### src/rtl/fpga_spi_pkg.sv
// Shared definitions for the FPGA SPI link: word size, synchroniser depth,
// mode-0 clocking constants and the slave state encoding.
package fpga_spi_pkg;

   localparam int DATA_WIDTH_DEF  = 8;
   localparam int SYNC_STAGES_DEF = 2;

   // Word returned to the master when nothing has been queued for transmit
   localparam logic [DATA_WIDTH_DEF-1:0] IDLE_WORD_DEF = '1;

   // SPI mode 0: SCLK idles low, data sampled on the rising edge
   localparam logic CPOL = 1'b0;
   localparam logic CPHA = 1'b0;

   typedef enum logic {
      IDLE   = 1'b0,
      ACTIVE = 1'b1
   } spi_state_e;

endpackage

### src/rtl/spi_sync_edge.sv
// Multi-flop synchroniser for an asynchronous pin, followed by a one-cycle
// rise/fall event detector on the synchronised level.
module spi_sync_edge #(
   parameter int STAGES = 2
) (
   input  logic clk_i,
   input  logic rst_ni,
   input  logic rst_val_i,
   input  logic d_i,
   output logic rise_o,
   output logic fall_o
);

   logic [STAGES-1:0] sync_q;
   logic              prev_q;
   logic              level;

   assign level = sync_q[STAGES-1];

   // Shift the pin through the synchroniser chain and remember the last level
   always_ff @(posedge clk_i or negedge rst_ni) begin
      if (!rst_ni) begin
         sync_q <= {STAGES{rst_val_i}};
         prev_q <= rst_val_i;
      end else begin
         sync_q <= {sync_q[STAGES-2:0], d_i};
         prev_q <= level;
      end
   end

   assign rise_o = level & ~prev_q;
   assign fall_o = ~level & prev_q;

endmodule

### src/rtl/fpga_spi_slave.sv
// SPI mode-0 slave, fully oversampled by the system clock. MSB-first words in
// on MOSI and out on MISO, with a one-deep transmit buffer ahead of the shifter.
module fpga_spi_slave
   import fpga_spi_pkg::*;
#(
   parameter int                    DATA_WIDTH  = DATA_WIDTH_DEF,
   parameter int                    SYNC_STAGES = SYNC_STAGES_DEF,
   parameter logic [DATA_WIDTH-1:0] IDLE_WORD   = {DATA_WIDTH{1'b1}}
) (
   input  logic                  clk_i,
   input  logic                  rst_ni,
   input  logic                  sclk_i,
   input  logic                  ss_i,
   input  logic                  mosi_i,
   output logic                  miso_o,
   output logic                  miso_oe_o,
   input  logic [DATA_WIDTH-1:0] tx_data_i,
   input  logic                  tx_load_i,
   output logic                  tx_empty_o,
   output logic [DATA_WIDTH-1:0] rx_data_o,
   output logic                  rx_valid_o,
   output logic                  busy_o,
   output logic                  tx_underrun_o,
   output logic                  frame_err_o
);

   localparam int              CNT_W    = $clog2(DATA_WIDTH) + 1;
   localparam logic [CNT_W-1:0] CNT_FULL = CNT_W'(DATA_WIDTH);

   logic sclk_rise, sclk_fall, ss_rise, ss_fall;
   logic [SYNC_STAGES-1:0] mosi_sync_q;
   logic                   mosi_s;

   spi_state_e            state_q, state_d;
   logic [DATA_WIDTH-1:0] tx_buf_q, tx_buf_d;
   logic                  tx_empty_q, tx_empty_d;
   logic [DATA_WIDTH-1:0] tx_shift_q, tx_shift_d;
   logic [DATA_WIDTH-1:0] rx_shift_q, rx_shift_d;
   logic [DATA_WIDTH-1:0] rx_data_q, rx_data_d;
   logic [CNT_W-1:0]      cnt_q, cnt_d;
   logic                  reload_q, reload_d;
   logic                  rx_valid_q, rx_valid_d;
   logic                  underrun_q, underrun_d;
   logic                  frame_err_q, frame_err_d;
   logic                  do_load;

   spi_sync_edge #(.STAGES(SYNC_STAGES)) u_sclk_sync (
      .clk_i     (clk_i),
      .rst_ni    (rst_ni),
      .rst_val_i (CPOL),
      .d_i       (sclk_i),
      .rise_o    (sclk_rise),
      .fall_o    (sclk_fall)
   );

   spi_sync_edge #(.STAGES(SYNC_STAGES)) u_ss_sync (
      .clk_i     (clk_i),
      .rst_ni    (rst_ni),
      .rst_val_i (1'b1),
      .d_i       (ss_i),
      .rise_o    (ss_rise),
      .fall_o    (ss_fall)
   );

   // MOSI only needs its level; same depth as SCLK so the sample lines up
   always_ff @(posedge clk_i or negedge rst_ni) begin
      if (!rst_ni) begin
         mosi_sync_q <= '1;
      end else begin
         mosi_sync_q <= {mosi_sync_q[SYNC_STAGES-2:0], mosi_i};
      end
   end

   assign mosi_s = mosi_sync_q[SYNC_STAGES-1];

   // Frame sequencing, shifting, word loads and the TX buffer write port
   always_comb begin
      state_d     = state_q;
      tx_buf_d    = tx_buf_q;
      tx_empty_d  = tx_empty_q;
      tx_shift_d  = tx_shift_q;
      rx_shift_d  = rx_shift_q;
      rx_data_d   = rx_data_q;
      cnt_d       = cnt_q;
      reload_d    = reload_q;
      rx_valid_d  = 1'b0;
      underrun_d  = 1'b0;
      frame_err_d = 1'b0;
      do_load     = 1'b0;

      case (state_q)
         IDLE: begin
            if (ss_fall) begin
               state_d = ACTIVE;
               do_load = 1'b1;
            end
         end
         ACTIVE: begin
            if (ss_rise) begin
               state_d  = IDLE;
               cnt_d    = '0;
               reload_d = 1'b0;
               if (cnt_q != '0) begin
                  frame_err_d = 1'b1;
               end
            end else begin
               if (cnt_q == CNT_FULL) begin
                  rx_data_d  = rx_shift_q;
                  rx_valid_d = 1'b1;
                  cnt_d      = '0;
                  reload_d   = 1'b1;
               end
               if (sclk_rise) begin
                  rx_shift_d = {rx_shift_q[DATA_WIDTH-2:0], mosi_s};
                  cnt_d      = cnt_q + CNT_W'(1);
               end else if (sclk_fall) begin
                  if (reload_q) begin
                     do_load  = 1'b1;
                     reload_d = 1'b0;
                  end else begin
                     tx_shift_d = {tx_shift_q[DATA_WIDTH-2:0], 1'b1};
                  end
               end
            end
         end
         default: state_d = IDLE;
      endcase

      if (do_load) begin
         cnt_d = '0;
         if (!tx_empty_q) begin
            tx_shift_d = tx_buf_q;
            tx_empty_d = 1'b1;
         end else begin
            tx_shift_d = IDLE_WORD;
            underrun_d = 1'b1;
         end
      end

      if (tx_load_i) begin
         tx_buf_d   = tx_data_i;
         tx_empty_d = 1'b0;
      end
   end

   // State and datapath registers
   always_ff @(posedge clk_i or negedge rst_ni) begin
      if (!rst_ni) begin
         state_q     <= IDLE;
         tx_buf_q    <= '0;
         tx_empty_q  <= 1'b1;
         tx_shift_q  <= '0;
         rx_shift_q  <= '0;
         rx_data_q   <= '0;
         cnt_q       <= '0;
         reload_q    <= 1'b0;
         rx_valid_q  <= 1'b0;
         underrun_q  <= 1'b0;
         frame_err_q <= 1'b0;
      end else begin
         state_q     <= state_d;
         tx_buf_q    <= tx_buf_d;
         tx_empty_q  <= tx_empty_d;
         tx_shift_q  <= tx_shift_d;
         rx_shift_q  <= rx_shift_d;
         rx_data_q   <= rx_data_d;
         cnt_q       <= cnt_d;
         reload_q    <= reload_d;
         rx_valid_q  <= rx_valid_d;
         underrun_q  <= underrun_d;
         frame_err_q <= frame_err_d;
      end
   end

   assign miso_oe_o     = (state_q == ACTIVE);
   assign busy_o        = (state_q == ACTIVE);
   assign miso_o        = (state_q == ACTIVE) ? tx_shift_q[DATA_WIDTH-1] : 1'b1;
   assign tx_empty_o    = tx_empty_q;
   assign rx_data_o     = rx_data_q;
   assign rx_valid_o    = rx_valid_q;
   assign tx_underrun_o = underrun_q;
   assign frame_err_o   = frame_err_q;

endmodule

### config.mk
export PLATFORM = sky130hd
export DESIGN_NAME = fpga_spi_slave
export DESIGN_NICKNAME = d
export VERILOG_FILES = /design/src/rtl/fpga_spi_pkg.sv /design/src/rtl/spi_sync_edge.sv /design/src/rtl/fpga_spi_slave.sv
export SDC_FILE = /design/constraint.sdc
export NUM_CORES = 1
export LEC_CHECK = 0
export BUFFER_PORTS_ARGS = -buffer_cell sky130_fd_sc_hd__buf_2
export CELL_PAD_IN_SITES_DETAIL_PLACEMENT = 1
export CELL_PAD_IN_SITES_GLOBAL_PLACEMENT = 2
export CORE_ASPECT_RATIO = 0.6
export CORE_MARGIN = 5
export CORE_UTILIZATION = 35
export DETAILED_ROUTE_END_ITERATION = 10
export GPL_TIMING_DRIVEN = 1
export MAX_ROUTING_LAYER = met4
export PLACE_DENSITY = 0.84
export SLEW_MARGIN = 20
export SYNTH_ARGS = -nofsm -noshare
export SYNTH_HDL_FRONTEND = slang
export SYNTH_SLANG_ARGS = --single-unit
### constraint.sdc
create_clock -name clk_i -period 1.6 [get_ports clk_i]
set_clock_uncertainty 0.2 [all_clocks]
set_input_delay 0.16 -clock clk_i [delete_from_list [all_inputs] [get_ports clk_i]]
set_output_delay 0.16 -clock clk_i [all_outputs]
set_load 0.01 [all_outputs]
==> impl_metrics.yaml, run 1 <==
status:
  status: "complete, but fails checks"
  violations: "setup timing"
sta:
  max_freq_ghz: 0.601
  finalSetupTns_ns: -0.830
  final-hold-violation-count: 0
  worst_pin_slew_ns: 0.391
  min_period_over_period_pct: 104
  slew_headroom_pct: 73.9
  drv_slew: 0
  rsz0062_at_grt: "true"
  setup_viol: 19
  setup_slack_ns: -0.0646
  post-route-min-period_ns: 1.66
grt:
  grt_first_pass_wirelength_mm: 7.80
  antenna_found_initial: 0
  gr-usage-all-layers_pct: 13.5
  gr-total-overflow: 0
  grt_max_degree: 30
  grt_pass1_vias: 1473
final_layout:
  fin_util_pct: 49.2
  layout_common_cells: "dfrtp_1 (42), buf_2 (28), buf_4 (18), mux2_2 (17), dlygate4sd3_1 (14)"
  syn_to_final_growth_pct: 33.4
  drive_gt1_share_pct: 47.5
  nets: 234
  final_common_cell: "dfrtp_1"
  stdcell_area_mm2: 0.00279
  diodes: 0
detailed_routing:
  first_iter_violations: 29
  wl_per_cell_um: 15.4
  firstDrtPassIters: 4
  via_per_inst: 4.74
  drc: 0
  ant_nets: 0
  vias: 1416
  finalWirelength_mm: 4.59
clock_tree:
  root_buffer: "clkbuf_8"
  htreeDepth: 2
  cts_buffer_depth: 2
  worstSkewPairLatency_ns: 0.30
  cts_tree: "yes"
  clock-sinks: 50
  cts_buffers: 5
  cts.clk_slew.worst_paths_ns: 0.08
worst_setup_path:
  cp-start-kind: "flip-flop"
  critical_path_class: "flip-flop to flip-flop"
  required_ns: 1.59
  max_stage_delay_ns: 0.39
  cpLargestDelayFamily: "flip-flops"
  cp.arrival_ns: 1.65
  worst-path-max-fanout: 5
  crit_buf_inv: 3
  crit_chain: "inv_2 > ha_4 > inv_4 > nor3_4 > buf_6 > nand3_4 > mux2_4"
  cp-end-kind: "flip-flop"
  critPathSlowestCell: "dfrtp_1"
logic_synthesis:
  synth_warnings: 0
  yosys.area.top_type_share_pct: 52.6
  yosysSeqAreaShare_pct: 60.1
  netlist_area_mm2: 0.00209
  synthCells: 154
  avgSynthCellArea_um2: 13.6
  synthTopCellsByArea: "dfrtp_1 (53%), mux2_2 (9.7%), dfstp_2 (7.5%), mux2_4 (4.3%), o21ai_0 (2.2%)"
  synth_nets: 170
  synth_cell_types: 38
  synth_top_area_cell: "dfrtp_1"
  synth-seq-cells: 50
floorplanning:
  fp.coreArea_mm2: 0.00568
  start_util_pct: 36.9
  die_h_um: 69.9
  num_io_pins: 29
  num_rows: 21
  chipWidth_um: 110
  die_area_mm2: 0.00768
power_and_ir_drop:
  p_leak_nw: 1.35
  fin_total_pwr_mw: 2.93
  irDropWorstVdd_mv: 0.519
  pwr_density_cell_mw_per_mm2: 1050
min_path:
  hp-class: "flip-flop to flip-flop"
placed_design:
  dp.final_hpwl_mm: 2.98
  port_buffers: 28
  place_congestion: 0.750
  dpl_cell_area_mm2: 0.00239
run:
  cap_viol_max_count: 0
[path summary, 6_finish.rpt]
path / end / slack (ns) / start / depth (start not counted)
max: rx_data_o[2]$_DFFE_PN0P_ / -0.06 / cnt_q[0]$_DFFE_PN0P_ / 7
min: u_sclk_sync.sync_q[1]$_DFF_PN0_ / 0.15 / u_sclk_sync.sync_q[0]$_DFF_PN0_ / 0
max reg2reg: rx_data_o[2]$_DFFE_PN0P_ / -0.06 / cnt_q[0]$_DFFE_PN0P_ / 7
min reg2reg: u_sclk_sync.sync_q[1]$_DFF_PN0_ / 0.15 / u_sclk_sync.sync_q[0]$_DFF_PN0_ / 0
max in group asynchronous: tx_buf_q[0]$_DFFE_PN0P_ / 0.58 / rst_ni / 3
min in group asynchronous: tx_buf_q[1]$_DFFE_PN0P_ / 0.18 / rst_ni / 3
[sequential cells by signal, indices dropped and copies added (netlist names)]
signal	count
busy_o	1
rx_valid_o	1
cnt_q	4
tx_empty_o	1
reload_q	1
u_sclk_sync.sync_q	2
u_ss_sync.prev_q	1
frame_err_o	1
tx_buf_q	8
rx_shift_q	8
tx_underrun_o	1
tx_shift_q	8
u_sclk_sync.prev_q	1
u_ss_sync.sync_q	2
rx_data_o	8
mosi_sync_q	2
[worst register-to-register path, cell delays in order, from the launching register on]
cell and delay (ns):
dfrtp_1 0.39, inv_2 0.09, ha_4 0.14, inv_4 0.04
nor3_4 0.11, buf_6 0.15, nand3_4 0.12, mux2_4 0.31
[cell usage after synthesis, drive strengths merged]
library cell,instances
dfrtp,44
mux2,24
nor2,11
o21ai,10
nand3,9
inv,8
a31oi,7
buf,6
dfstp,6
a21o,3
nand2b,3
ha,2
nand2,2
nor2b,2
nor3b,2
a21oi,1
a31o,1
a41o,1
and2,1
clkbuf,1
maj3,1
mux2i,1
nand3b,1
nand4b,1
nor3,1
o2111ai,1
o211ai,1
o21a,1
o22ai,1
o311a,1
[metrics by stage]
stage	instances	hold WS (ns)	setup WS, ns
after floorplan	154	-0.336	0.00976
after global placement	269	-0.249	-0.0486
after detailed placement	269	-0.246	-0.103
after CTS	297	0.157	-0.0634
after global routing	299	0.162	-0.129
final	299	0.153	-0.0646
[metal layers]
| layer | GRT usage (%) | part of all wire [%] | wire length [µm] | vias to the layer above |
|---|---|---|---|---|
| li1 | - | - | - | 670 |
| met1 | 18.4 | 49 | 2250 | 723 |
| met2 | 19.9 | 46 | 2100 | 19 |
| met3 | 2.95 | 3.8 | 175 | 4 |
| met4 | 4.56 | 1.4 | 65 | 0 |
| met5 | - | 0 | 0 | - |
[logic make-up after synthesis]
family	after synthesis	synth area share, %
multiplexers	25	14.5
buffers and inverters	15	3.88
AO/OA/AOI/OAI	28	8.67
flip-flops	50	60.1
AND/OR/NAND/NOR	33	11.2
adder cells (fa/ha/maj)	3	1.67
[where the power goes]
part,internal (mW),switching (mW)
clock network,0.468,0.388
registers,1.44,0.134
logic,0.293,0.203
[final cells by class]
type / count / area, µm²
tap: 80 / 100
inverter: 8 / 32.5
multi-input combinational: 91 / 846
sequential: 50 / 1260
clock buffer: 7 / 76.3
timing repair buffer: 62 / 447
clock inverter: 1 / 30.0
fill: 616 / 2880
[what timing repair did]
action                                  CTS  global route
buffers inserted                          4             2
gates cloned                              2             0
pin swaps                                 1             2
endpoints found under the hold margin    61             0
hold buffers                             14             0
endpoints found under the setup margin   26            29
gates resized for setup                  12            12
Power figures use the tool's default switching activity.
==> inputs of run 2 (changes only) <==
--- a/config.mk
+++ b/config.mk
@@ -6,11 +6,9 @@
 export NUM_CORES = 1
 export LEC_CHECK = 0
 export BUFFER_PORTS_ARGS = -buffer_cell sky130_fd_sc_hd__buf_2
-export CELL_PAD_IN_SITES_DETAIL_PLACEMENT = 1
-export CELL_PAD_IN_SITES_GLOBAL_PLACEMENT = 2
 export CORE_ASPECT_RATIO = 0.6
 export CORE_MARGIN = 5
-export CORE_UTILIZATION = 35
+export CORE_UTILIZATION = 50
 export DETAILED_ROUTE_END_ITERATION = 10
 export GPL_TIMING_DRIVEN = 1
 export MAX_ROUTING_LAYER = met4
==> impl_metrics.yaml, run 2 (synthesis results as in run 1) <==
detailed_routing:
  finalWirelength_mm: 4.70
  drc: 0
  vias: 1479
  ant_nets: 0
  via_per_inst: 5.38
  wl_per_cell_um: 17.1
  first_iter_violations: 143
  firstDrtPassIters: 4
worst_setup_path:
  critPathSlowestCell: "dfrtp_1"
  worst_path_most_repeated_cell: "inv_2"
  cp-start-kind: "flip-flop"
  reg2reg_from: "cnt_q[0]$_DFFE_PN0P_"
  r2r_cells: 6
  worst-path-max-fanout: 5
  cpLargestDelayFamily: "simple AND/OR/NAND/NOR gates"
  crit-reg2reg-capture: "rx_data_o[2]$_DFFE_PN0P_"
  rrSetupSlack_ns: -0.1
  cp.arrival_ns: 1.70
  crit_chain: "inv_2 > ha_4 > inv_2 > nor3_4 > nand3_4 > mux2_4"
  crit_buf_inv: 2
  critical_path_class: "flip-flop to flip-flop"
  max_stage_delay_ns: 0.39
  cp-end-kind: "flip-flop"
  required_ns: 1.60
placed_design:
  dpl_cell_area_mm2: 0.00234
  place_congestion: 0.824
  dp.final_hpwl_mm: 2.53
  port_buffers: 28
  preCtsSetupSlack_ns: -0.104
  placed_cells: 244
power_and_ir_drop:
  irDropWorstVdd_mv: 0.611
  p_leak_nw: 1.34
  swShare_pct: 25.4
  p_int_mw: 2.23
  pwr-share-clk_pct: 30.5
  power.share.sequential_pct: 53.1
  pwr_density_cell_mw_per_mm2: 1090
  fin_total_pwr_mw: 3.00
  pwr-share-comb_pct: 16.5
  switchingPower_mw: 0.762
clock_tree:
  clock-sinks: 50
  worstSkewPairLatency_ns: 0.31
  htreeDepth: 2
  cts_buffer_depth: 2
  cts.clk_slew.worst_paths_ns: 0.09
  root_buffer: "clkbuf_8"
  cts_tree: "yes"
  cts_buffers: 5
final_layout:
  fin_cells: 275
  seq_area_mm2: 0.00126
  stdcell_area_mm2: 0.00274
  final_common_cell: "dfrtp_1"
  multi_input_area_um2: 847
  diodes: 0
  fillers: 263
  drive_gt1_share_pct: 47.4
  layout_common_cells: "dfrtp_1 (42), buf_2 (28), mux2_2 (17), buf_4 (16), dlygate4sd3_1 (13)"
  nets: 230
  syn_to_final_growth_pct: 30.9
floorplanning:
  die_area_mm2: 0.00562
  chipWidth_um: 93.5
  num_io_pins: 29
  num_rows: 18
  die_h_um: 60.1
  fp.coreArea_mm2: 0.00408
  start_util_pct: 51.4
sta:
  rsz0062_at_grt: "true"
  post-route-min-period_ns: 1.70
  max_freq_ghz: 0.589
  min_period_over_period_pct: 106
  final-hold-violation-count: 0
  setup_slack_ns: -0.0969
  drv_slew: 0
  setup_viol: 22
  worst_pin_slew_ns: 0.355
  slew_headroom_pct: 76.4
grt:
  grt_max_degree: 51
  gr-total-overflow: 0
  antenna_found_initial: 0
  gr-usage-all-layers_pct: 17.6
  grt_pass1_vias: 1475
  grt_first_pass_wirelength_mm: 7.27
status:
  status: "complete, but fails checks"
  violations: "setup timing"
min_path:
  hp-class: "input port to asynchronous set/reset pin"
run:
  cap_viol_max_count: 0
-- run 2: cell count changes in the layout (fill, tap and decap cells not counted), sizes merged --
cell / delta
buf: -3
dlygate4sd3: -1
-- run 2: worst min-delay path: cells and delay by family --
kind	cells	cell delay, ns
buffers and inverters	3	0.89
-- run 2: metal layers --
| layer | global-route usage (%) | routed length [µm] | vias to the layer above |
|---|---|---|---|
| met3 | 3.52 | 173 | 12 |
| li1 | - | - | 667 |
| met2 | 27.8 | 2300 | 44 |
| met5 | - | 0 | - |
| met1 | 22.2 | 2110 | 756 |
| met4 | 8.64 | 114 | 0 |
-- run 2: repair_timing --
action / CTS / global route
hold endpoints to repair: 62 / 0
pin swaps: 4 / 2
gates cloned: 2 / 0
setup endpoints to repair: 22 / 30
hold buffers: 13 / 0
buffers inserted: 4 / 4
gates resized for setup: 12 / 10
-- run 2: how the worst max path moves through the flow --
stage                                     startpoint                   endpoint  slack, ns  depth (start not counted)
after detailed placement  u_ss_sync.prev_q$_DFF_PN1_  rx_shift_q[5]$_DFFE_PN0P_      -0.10                          3
after global routing      u_ss_sync.prev_q$_DFF_PN1_       cnt_q[1]$_DFFE_PN0P_      -0.14                          4
after floorplan           u_ss_sync.prev_q$_DFF_PN1_  rx_shift_q[0]$_DFFE_PN0P_       0.01                          4
final                           cnt_q[0]$_DFFE_PN0P_   rx_data_o[2]$_DFFE_PN0P_       -0.1                          6
after CTS                 u_ss_sync.prev_q$_DFF_PN1_  rx_shift_q[5]$_DFFE_PN0P_      -0.06                          3
after global placement    u_ss_sync.prev_q$_DFF_PN1_  rx_shift_q[0]$_DFFE_PN0P_      -0.05                          3
-- run 2: layout make-up --
cell class	count	share of cell area [%]
Clock buffer	7	3.15
Clock inverter	1	1.10
Inverter	8	1.10
Multi-Input combinational cell	91	30.9
Sequential cell	50	46.0
Tap cell	60	2.74
Timing Repair Buffer	58	15.0
-- run 2: power by group through the flow --
stage | registers, mW | clock network, mW | logic (mW)
CTS | 1.57 | 0.927 | 0.455
finish | 1.59 | 0.913 | 0.494
global route | 1.61 | 0.983 | 0.544
global placement | 1.58 | 0 | 0.387
detailed placement | 1.59 | 0 | 0.409
floorplan | 1.55 | 0 | 0.306
-- run 2: metrics by stage --
| step | TNS, ns | utilization (%) | hold slack (ns) |
|---|---|---|---|
| after global routing | -2.77 | 67.2 | 0.167 |
| after detailed placement | -1.33 | 57.3 | -0.0336 |
| after global placement | -0.444 | 57.3 | -0.0359 |
| after floorplan | 0 | - | -0.336 |
| final | -1.41 | 67.2 | 0.159 |
| after CTS | -0.813 | 65.7 | 0.159 |
